File: src/rtl/fetch_unit.sv
// fetch_unit: owns the PC, issues word-aligned imem requests,
// buffers returned instructions with their PC and hands them to decode.
module fetch_unit #(
    parameter int               Width   = 32,
    parameter logic [Width-1:0] ResetPc = '0,
    parameter int               Depth   = 2
) (
    input  logic             clk,
    input  logic             reset,
    output logic             imem_valid,
    input  logic             imem_ready,
    output logic [Width-1:0] imem_addr,
    input  logic [Width-1:0] imem_data,
    output logic             inst_valid,
    input  logic             inst_ready,
    output logic [Width-1:0] inst_data,
    output logic [Width-1:0] inst_pc,
    input  logic             redirect_valid,
    input  logic [Width-1:0] redirect_pc,
    input  logic             halt
);

    localparam int PtrW = (Depth > 1) ? $clog2(Depth) : 1;
    localparam int CntW = $clog2(Depth + 1);
    localparam logic [Width-1:0] AlignMask = ~Width'(3);

    logic [Width-1:0] fetch_pc;
    logic [Width-1:0] inflight_pc;
    logic [Width-1:0] buf_pc    [Depth];
    logic [Width-1:0] buf_instr [Depth];
    logic [PtrW-1:0]  rd_ptr;
    logic [PtrW-1:0]  wr_ptr;
    logic [CntW-1:0]  count;
    logic             inflight;
    logic             kill;

    logic             accept;
    logic             pop;
    logic             push;
    logic [CntW:0]    occupancy;
    logic [Width-1:0] redirect_target;

    // Entries that will be held once the in-flight response lands.
    assign pop       = inst_valid && inst_ready;
    assign occupancy = {1'b0, count}
                     + {{CntW{1'b0}}, inflight}
                     - {{CntW{1'b0}}, pop};

    assign imem_valid = !reset && !halt && !redirect_valid
                     && (occupancy < (CntW + 1)'(Depth));
    assign imem_addr  = fetch_pc;
    assign accept     = imem_valid && imem_ready;

    // A redirect flushes the buffer, so the response landing now is dropped.
    assign push = inflight && !kill && !redirect_valid;

    assign redirect_target = redirect_pc & AlignMask;

    assign inst_valid = (count != '0);
    assign inst_data  = inst_valid ? buf_instr[rd_ptr] : '0;
    assign inst_pc    = inst_valid ? buf_pc[rd_ptr] : '0;

    // Control state: PC, request tracking, buffer pointers and occupancy.
    always_ff @(posedge clk) begin
        if (reset) begin
            fetch_pc    <= ResetPc & AlignMask;
            inflight    <= 1'b0;
            inflight_pc <= '0;
            kill        <= 1'b0;
            rd_ptr      <= '0;
            wr_ptr      <= '0;
            count       <= '0;
        end else if (redirect_valid) begin
            fetch_pc <= redirect_target;
            kill     <= inflight || accept;
            inflight <= 1'b0;
            rd_ptr   <= '0;
            wr_ptr   <= '0;
            count    <= '0;
        end else begin
            if (accept) begin
                fetch_pc    <= fetch_pc + Width'(4);
                inflight_pc <= fetch_pc;
            end
            inflight <= accept;
            kill     <= 1'b0;
            if (push) begin
                wr_ptr <= wr_ptr + PtrW'(1);
            end
            if (pop) begin
                rd_ptr <= rd_ptr + PtrW'(1);
            end
            if (push && !pop) begin
                count <= count + CntW'(1);
            end else if (pop && !push) begin
                count <= count - CntW'(1);
            end
        end
    end

    // Buffer storage: capture the returned word with the PC it came from.
    always_ff @(posedge clk) begin
        if (!reset && push) begin
            buf_pc[wr_ptr]    <= inflight_pc;
            buf_instr[wr_ptr] <= imem_data;
        end
    end

    // The request throttle must keep a push from ever overfilling the buffer.
    overflow_check: assert property (
        @(posedge clk) disable iff (reset)
        !(push && !pop && count == CntW'(Depth))
    );

endmodule

File: config.mk
export PLATFORM = sky130hd
export DESIGN_NAME = fetch_unit
export DESIGN_NICKNAME = d
export VERILOG_FILES = /design/src/rtl/fetch_unit.sv
export SDC_FILE = /design/constraint.sdc
export NUM_CORES = 1
export LEC_CHECK = 0
export ABC_AREA = 1
export CAP_MARGIN = 20
export CORE_ASPECT_RATIO = 1.5
export CORE_MARGIN = 5
export CORE_UTILIZATION = 55
export DETAILED_ROUTE_END_ITERATION = 8
export PLACE_DENSITY = 0.9
export SLEW_MARGIN = 0
export SYNTH_ARGS = -nofsm -noshare
export SYNTH_HDL_FRONTEND = slang
export SYNTH_SLANG_ARGS = --single-unit
File: constraint.sdc
create_clock -name clk -period 13.4 [get_ports clk]
set_input_delay 2.68 -clock clk [delete_from_list [all_inputs] [get_ports clk]]
set_output_delay 2.68 -clock clk [all_outputs]
set_load 0.03 [all_outputs]
==> run_summary.xml <==
<?xml version="1.0" encoding="UTF-8"?>
<metrics>
  <group name="synth">
    <metric name="ys_top_cells_by_count" unit="">254 x sky130_fd_sc_hd__nand2_1, 124 x sky130_fd_sc_hd__edfxtp_1, 93 x sky130_fd_sc_hd__a21oi_1</metric>
    <metric name="netlist-cell-type-count" unit="">35</metric>
    <metric name="postSynthRegisterBits" unit="">191</metric>
    <metric name="netlist_top_cells_area" unit="">sky130_fd_sc_hd__edfxtp_1 46%, sky130_fd_sc_hd__dfxtp_1 16%, sky130_fd_sc_hd__nand2_1 12%</metric>
    <metric name="synth_edf_count" unit="">124</metric>
    <metric name="synth_top_cell_area_share" unit="%">45.6</metric>
    <metric name="synth_top_area_cell" unit="">sky130_fd_sc_hd__edfxtp_1</metric>
    <metric name="synth.yosys.warnings" unit="">0</metric>
    <metric name="seq_area_frac_synth" unit="%">62.0</metric>
    <metric name="yosys.cell_count.top_type" unit="">sky130_fd_sc_hd__nand2_1</metric>
    <metric name="syn-mean-instance-area" unit="µm²">9.26</metric>
    <metric name="ys.flop_type" unit="">sky130_fd_sc_hd__edfxtp_1</metric>
    <metric name="synth-async-reset-ratio" unit="%">0</metric>
    <metric name="postSynthCellCount" unit="">882</metric>
    <metric name="syn-cell-area" unit="µm²">8170</metric>
  </group>
  <group name="worst_hold_path">
    <metric name="min_path_type" unit="">reg2reg</metric>
    <metric name="whs_path_depth" unit="">0</metric>
    <metric name="hold_start" unit="">inflight_pc[7]</metric>
    <metric name="hold_end" unit="">buf_pc[1][7]</metric>
  </group>
  <group name="setup_path">
    <metric name="critical_path.reg2reg.startpoint" unit="">count[1]</metric>
    <metric name="endpoint_kind" unit="">output pin</metric>
    <metric name="required_time_reported_for_the_critical_path_endpoint" unit="ns">10.72</metric>
    <metric name="r2r-end" unit="">imem_addr[22]</metric>
    <metric name="start_kind" unit="">primary input</metric>
    <metric name="regToRegSetupSlack" unit="ns">8.82</metric>
    <metric name="critical_path_peak_fanout" unit="">4</metric>
    <metric name="critPathArrivalTime" unit="ns">5.32</metric>
    <metric name="timing_worst_setup_path_type" unit="">in2out</metric>
    <metric name="r2r_cells" unit="">16</metric>
  </group>
  <group name="clock_network">
    <metric name="clock-sinks" unit="">191</metric>
    <metric name="cts-resized-gates" unit="">0</metric>
    <metric name="clk-insertion-delay-late" unit="ns">0.42</metric>
    <metric name="clk_pin_slew_worst_paths" unit="ns">0.07</metric>
    <metric name="post_cts_hold_buffer_count" unit="">0</metric>
    <metric name="htree_num_levels" unit="">4</metric>
    <metric name="clockBufferDepth" unit="">2</metric>
    <metric name="tritoncts" unit="">yes</metric>
    <metric name="setup_bufs_post_cts" unit="">0</metric>
    <metric name="cts_made_buffers" unit="">17</metric>
    <metric name="ctsRootBufferMaster" unit="">sky130_fd_sc_hd__clkbuf_16</metric>
  </group>
  <group name="pwr">
    <metric name="post-layout-total-power" unit="mW">1.21</metric>
    <metric name="clk_network_pwr_share" unit="%">38.2</metric>
    <metric name="worst_vdd_rail_ir_drop" unit="µV">74.5</metric>
    <metric name="power_frac_comb" unit="%">8.5</metric>
    <metric name="powerDensity" unit="nW/µm²">117</metric>
    <metric name="power.switching" unit="mW">0.282</metric>
    <metric name="netSwitchingFraction" unit="%">23.2</metric>
    <metric name="cellInternalPower" unit="mW">0.932</metric>
    <metric name="leak_pwr" unit="nW">3.88</metric>
    <metric name="pwr-share-seq" unit="%">53.3</metric>
  </group>
  <group name="timing">
    <metric name="skew" unit="ns">0.0210</metric>
    <metric name="ratio_of_final_minimum_period_to_clock_period" unit="%">59.7</metric>
    <metric name="max_freq" unit="MHz">125</metric>
    <metric name="min_period" unit="ns">8.00</metric>
    <metric name="worst-slew-pin-transition" unit="ns">1.08</metric>
    <metric name="final.setup.tns" unit="ns">0</metric>
    <metric name="total_count_of_hold_check_failures_in_the_final_report" unit="">0</metric>
    <metric name="rsz0062_at_grt" unit="">false</metric>
    <metric name="final-max-slew-violation-count" unit="">0</metric>
    <metric name="maxSlewHeadroom" unit="%">28.0</metric>
    <metric name="finalSetupViolations" unit="">0</metric>
  </group>
  <group name="layout">
    <metric name="number_of_antenna_repair_diodes" unit="">0</metric>
    <metric name="final_layout_size_suffix_gt1_share" unit="%">5.49</metric>
    <metric name="final_nets" unit="">1100</metric>
    <metric name="area.growth.synth_to_final" unit="%">27.5</metric>
    <metric name="fillerInstances" unit="">1026</metric>
  </group>
  <group name="flow_run">
    <metric name="max_cap_violations" unit="">0</metric>
  </group>
  <group name="die">
    <metric name="ios" unit="">168</metric>
    <metric name="die_area" unit="µm²">17400</metric>
    <metric name="initial_utilization" unit="%">55.9</metric>
    <metric name="num_rows" unit="">54</metric>
    <metric name="die_height" unit="µm">159</metric>
    <metric name="die_x" unit="µm">109</metric>
    <metric name="core-area" unit="µm²">14600</metric>
  </group>
  <group name="global_route">
    <metric name="grt_antenna_before_repair" unit="">0</metric>
    <metric name="global_route_wire_length_before_repair" unit="µm">31000</metric>
    <metric name="grt_pass1_vias" unit="">6366</metric>
    <metric name="grt_max_degree" unit="">64</metric>
    <metric name="grt_usage" unit="%">22.7</metric>
    <metric name="global_route.overflow_total" unit="">0</metric>
  </group>
  <group name="drt">
    <metric name="drc_violations_left" unit="">0</metric>
    <metric name="via_count" unit="">6463</metric>
    <metric name="totalWireLength" unit="µm">19600</metric>
    <metric name="antenna_left" unit="">0</metric>
    <metric name="detail_route.wl_per_cell" unit="µm">15.8</metric>
    <metric name="drtIter0Drc" unit="">447</metric>
    <metric name="detail_route.first_pass.iterations" unit="">5</metric>
    <metric name="route.detailed.vias_per_inst" unit="">5.23</metric>
  </group>
  <group name="run_status">
    <metric name="status" unit="">completed</metric>
  </group>
  <group name="placement">
    <metric name="hpwlAfterDp" unit="µm">13100</metric>
    <metric name="routabilityCongestion" unit="">0.886</metric>
    <metric name="port_buffers" unit="">161</metric>
  </group>
</metrics>
==> routing by layer <==
| metal | vias up | GRT usage [%] | part of all wire (%) |
|---|---|---|---|
| met5 | - | 0 | 0 |
| met3 | 42 | 4.10 | 5.6 |
| met1 | 2977 | 25.3 | 37 |
| met4 | 0 | 10.9 | 3.6 |
| li1 | 3199 | - | - |
| met2 | 245 | 40.7 | 53 |
==> logic make-up (layout without fill, tap and decap cells) <==
kind of cell	after synthesis	in the layout	share of synthesized area, %
AO/OA/AOI/OAI	145	145	9.27
buffers and inverters	125	279	6.50
adder cells (fa/ha/maj)	4	4	0.705
XOR/XNOR	11	11	1.18
AND/OR/NAND/NOR	405	405	20.3
other	1	4	0.0459
flip-flops	191	191	62.0
==> power by group through the flow <==
stage	registers, mW	clock network (mW)	logic (mW)
5_1_grt	0.648	0.498	0.111
3_3_place_gp	0.659	0	0.0997
4_1_cts	0.646	0.469	0.103
3_5_place_dp	0.659	0	0.102
2_1_floorplan	0.667	0	0.0458
6_report	0.647	0.463	0.103
==> worst max-delay path by stage <==
| stage | to | start | depth (start not counted) |
|---|---|---|---|
| CTS | imem_valid | inst_ready | 9 |
| global placement | imem_valid | inst_ready | 9 |
| floorplan | buf_instr[0][0] | redirect_valid | 4 |
| finish | imem_valid | inst_ready | 9 |
| global route | imem_valid | inst_ready | 9 |
| detailed placement | imem_valid | inst_ready | 9 |
==> stage by stage <==
stage | hold WS, ns | area, µm² | setup slack, ns | cells | utilization [%]
final | 0.457 | 10400 | 5.40 | 1235 | 71.3
after global routing | 0.465 | 10400 | 5.30 | 1235 | 71.3
after CTS | 0.455 | 10400 | 5.42 | 1235 | 71.3
after detailed placement | 0.434 | 9870 | 5.43 | 1203 | 67.6
after global placement | 0.427 | 9870 | 5.52 | 1203 | 67.6
after floorplan | 0.420 | 8180 | 5.68 | 885 | -
==> final cells by class <==
type	instances	area, µm²	area share, %
sequential	191	5070	48.7
multi-input combinational	569	2600	25.0
timing repair buffer	167	1660	15.9
clock buffer	22	465	4.47
inverter	80	305	2.93
tap	196	245	2.36
clock inverter	10	75.1	0.721
==> state kept, by name, indices dropped and copies added (netlist names), named ones only <==
name,cells
imem_addr,30
wr_ptr,1
kill,1
buf_pc,60
inflight,1
buf_instr,64
inflight_pc,30
rd_ptr,1
count,2
==> critical path, stage by stage <==
cell and delay [ns]:
sky130_fd_sc_hd__clkdlybuf4s50_1 0.46, sky130_fd_sc_hd__nand2_1 0.08, sky130_fd_sc_hd__inv_1 0.12, sky130_fd_sc_hd__ha_1 0.24, sky130_fd_sc_hd__or2_2 0.30, sky130_fd_sc_hd__fa_1 0.51
sky130_fd_sc_hd__nand3_1 0.08, sky130_fd_sc_hd__nor2_1 0.13, sky130_fd_sc_hd__clkdlybuf4s50_1 0.71
==> cells in the final DEF (no fill, tap or decap), types with 2 or more instances in the layout <==
master | Yosys | layout
sky130_fd_sc_hd__nand3_1 | 43 | 43
sky130_fd_sc_hd__clkbuf_1 | 27 | 4
sky130_fd_sc_hd__o211ai_1 | 3 | 3
sky130_fd_sc_hd__clkinv_4 | 1 | 2
sky130_fd_sc_hd__o21ai_0 | 35 | 35
sky130_fd_sc_hd__inv_6 | 0 | 4
sky130_fd_sc_hd__nor2_4 | 1 | 2
sky130_fd_sc_hd__buf_4 | 4 | 6
sky130_fd_sc_hd__inv_4 | 0 | 3
sky130_fd_sc_hd__nand2_1 | 254 | 254
sky130_fd_sc_hd__edfxtp_1 | 124 | 124
sky130_fd_sc_hd__ha_1 | 3 | 3
sky130_fd_sc_hd__a211oi_1 | 5 | 5
sky130_fd_sc_hd__inv_2 | 4 | 4
sky130_fd_sc_hd__nand4_1 | 2 | 2
sky130_fd_sc_hd__conb_1 | 1 | 4
sky130_fd_sc_hd__clkbuf_16 | 0 | 18
sky130_fd_sc_hd__a31oi_1 | 3 | 3
sky130_fd_sc_hd__inv_1 | 75 | 75
sky130_fd_sc_hd__dfxtp_1 | 67 | 66
sky130_fd_sc_hd__nor3_2 | 0 | 2
sky130_fd_sc_hd__nor3_1 | 14 | 12
sky130_fd_sc_hd__clkdlybuf4s50_1 | 0 | 161
sky130_fd_sc_hd__a21oi_1 | 93 | 93
sky130_fd_sc_hd__nor2_2 | 8 | 8
sky130_fd_sc_hd__xor2_1 | 10 | 10
sky130_fd_sc_hd__o21ai_1 | 4 | 4
sky130_fd_sc_hd__nor2_1 | 77 | 76
sky130_fd_sc_hd__or2_2 | 2 | 2
No activity file was read; power rests on OpenSTA's default activity.
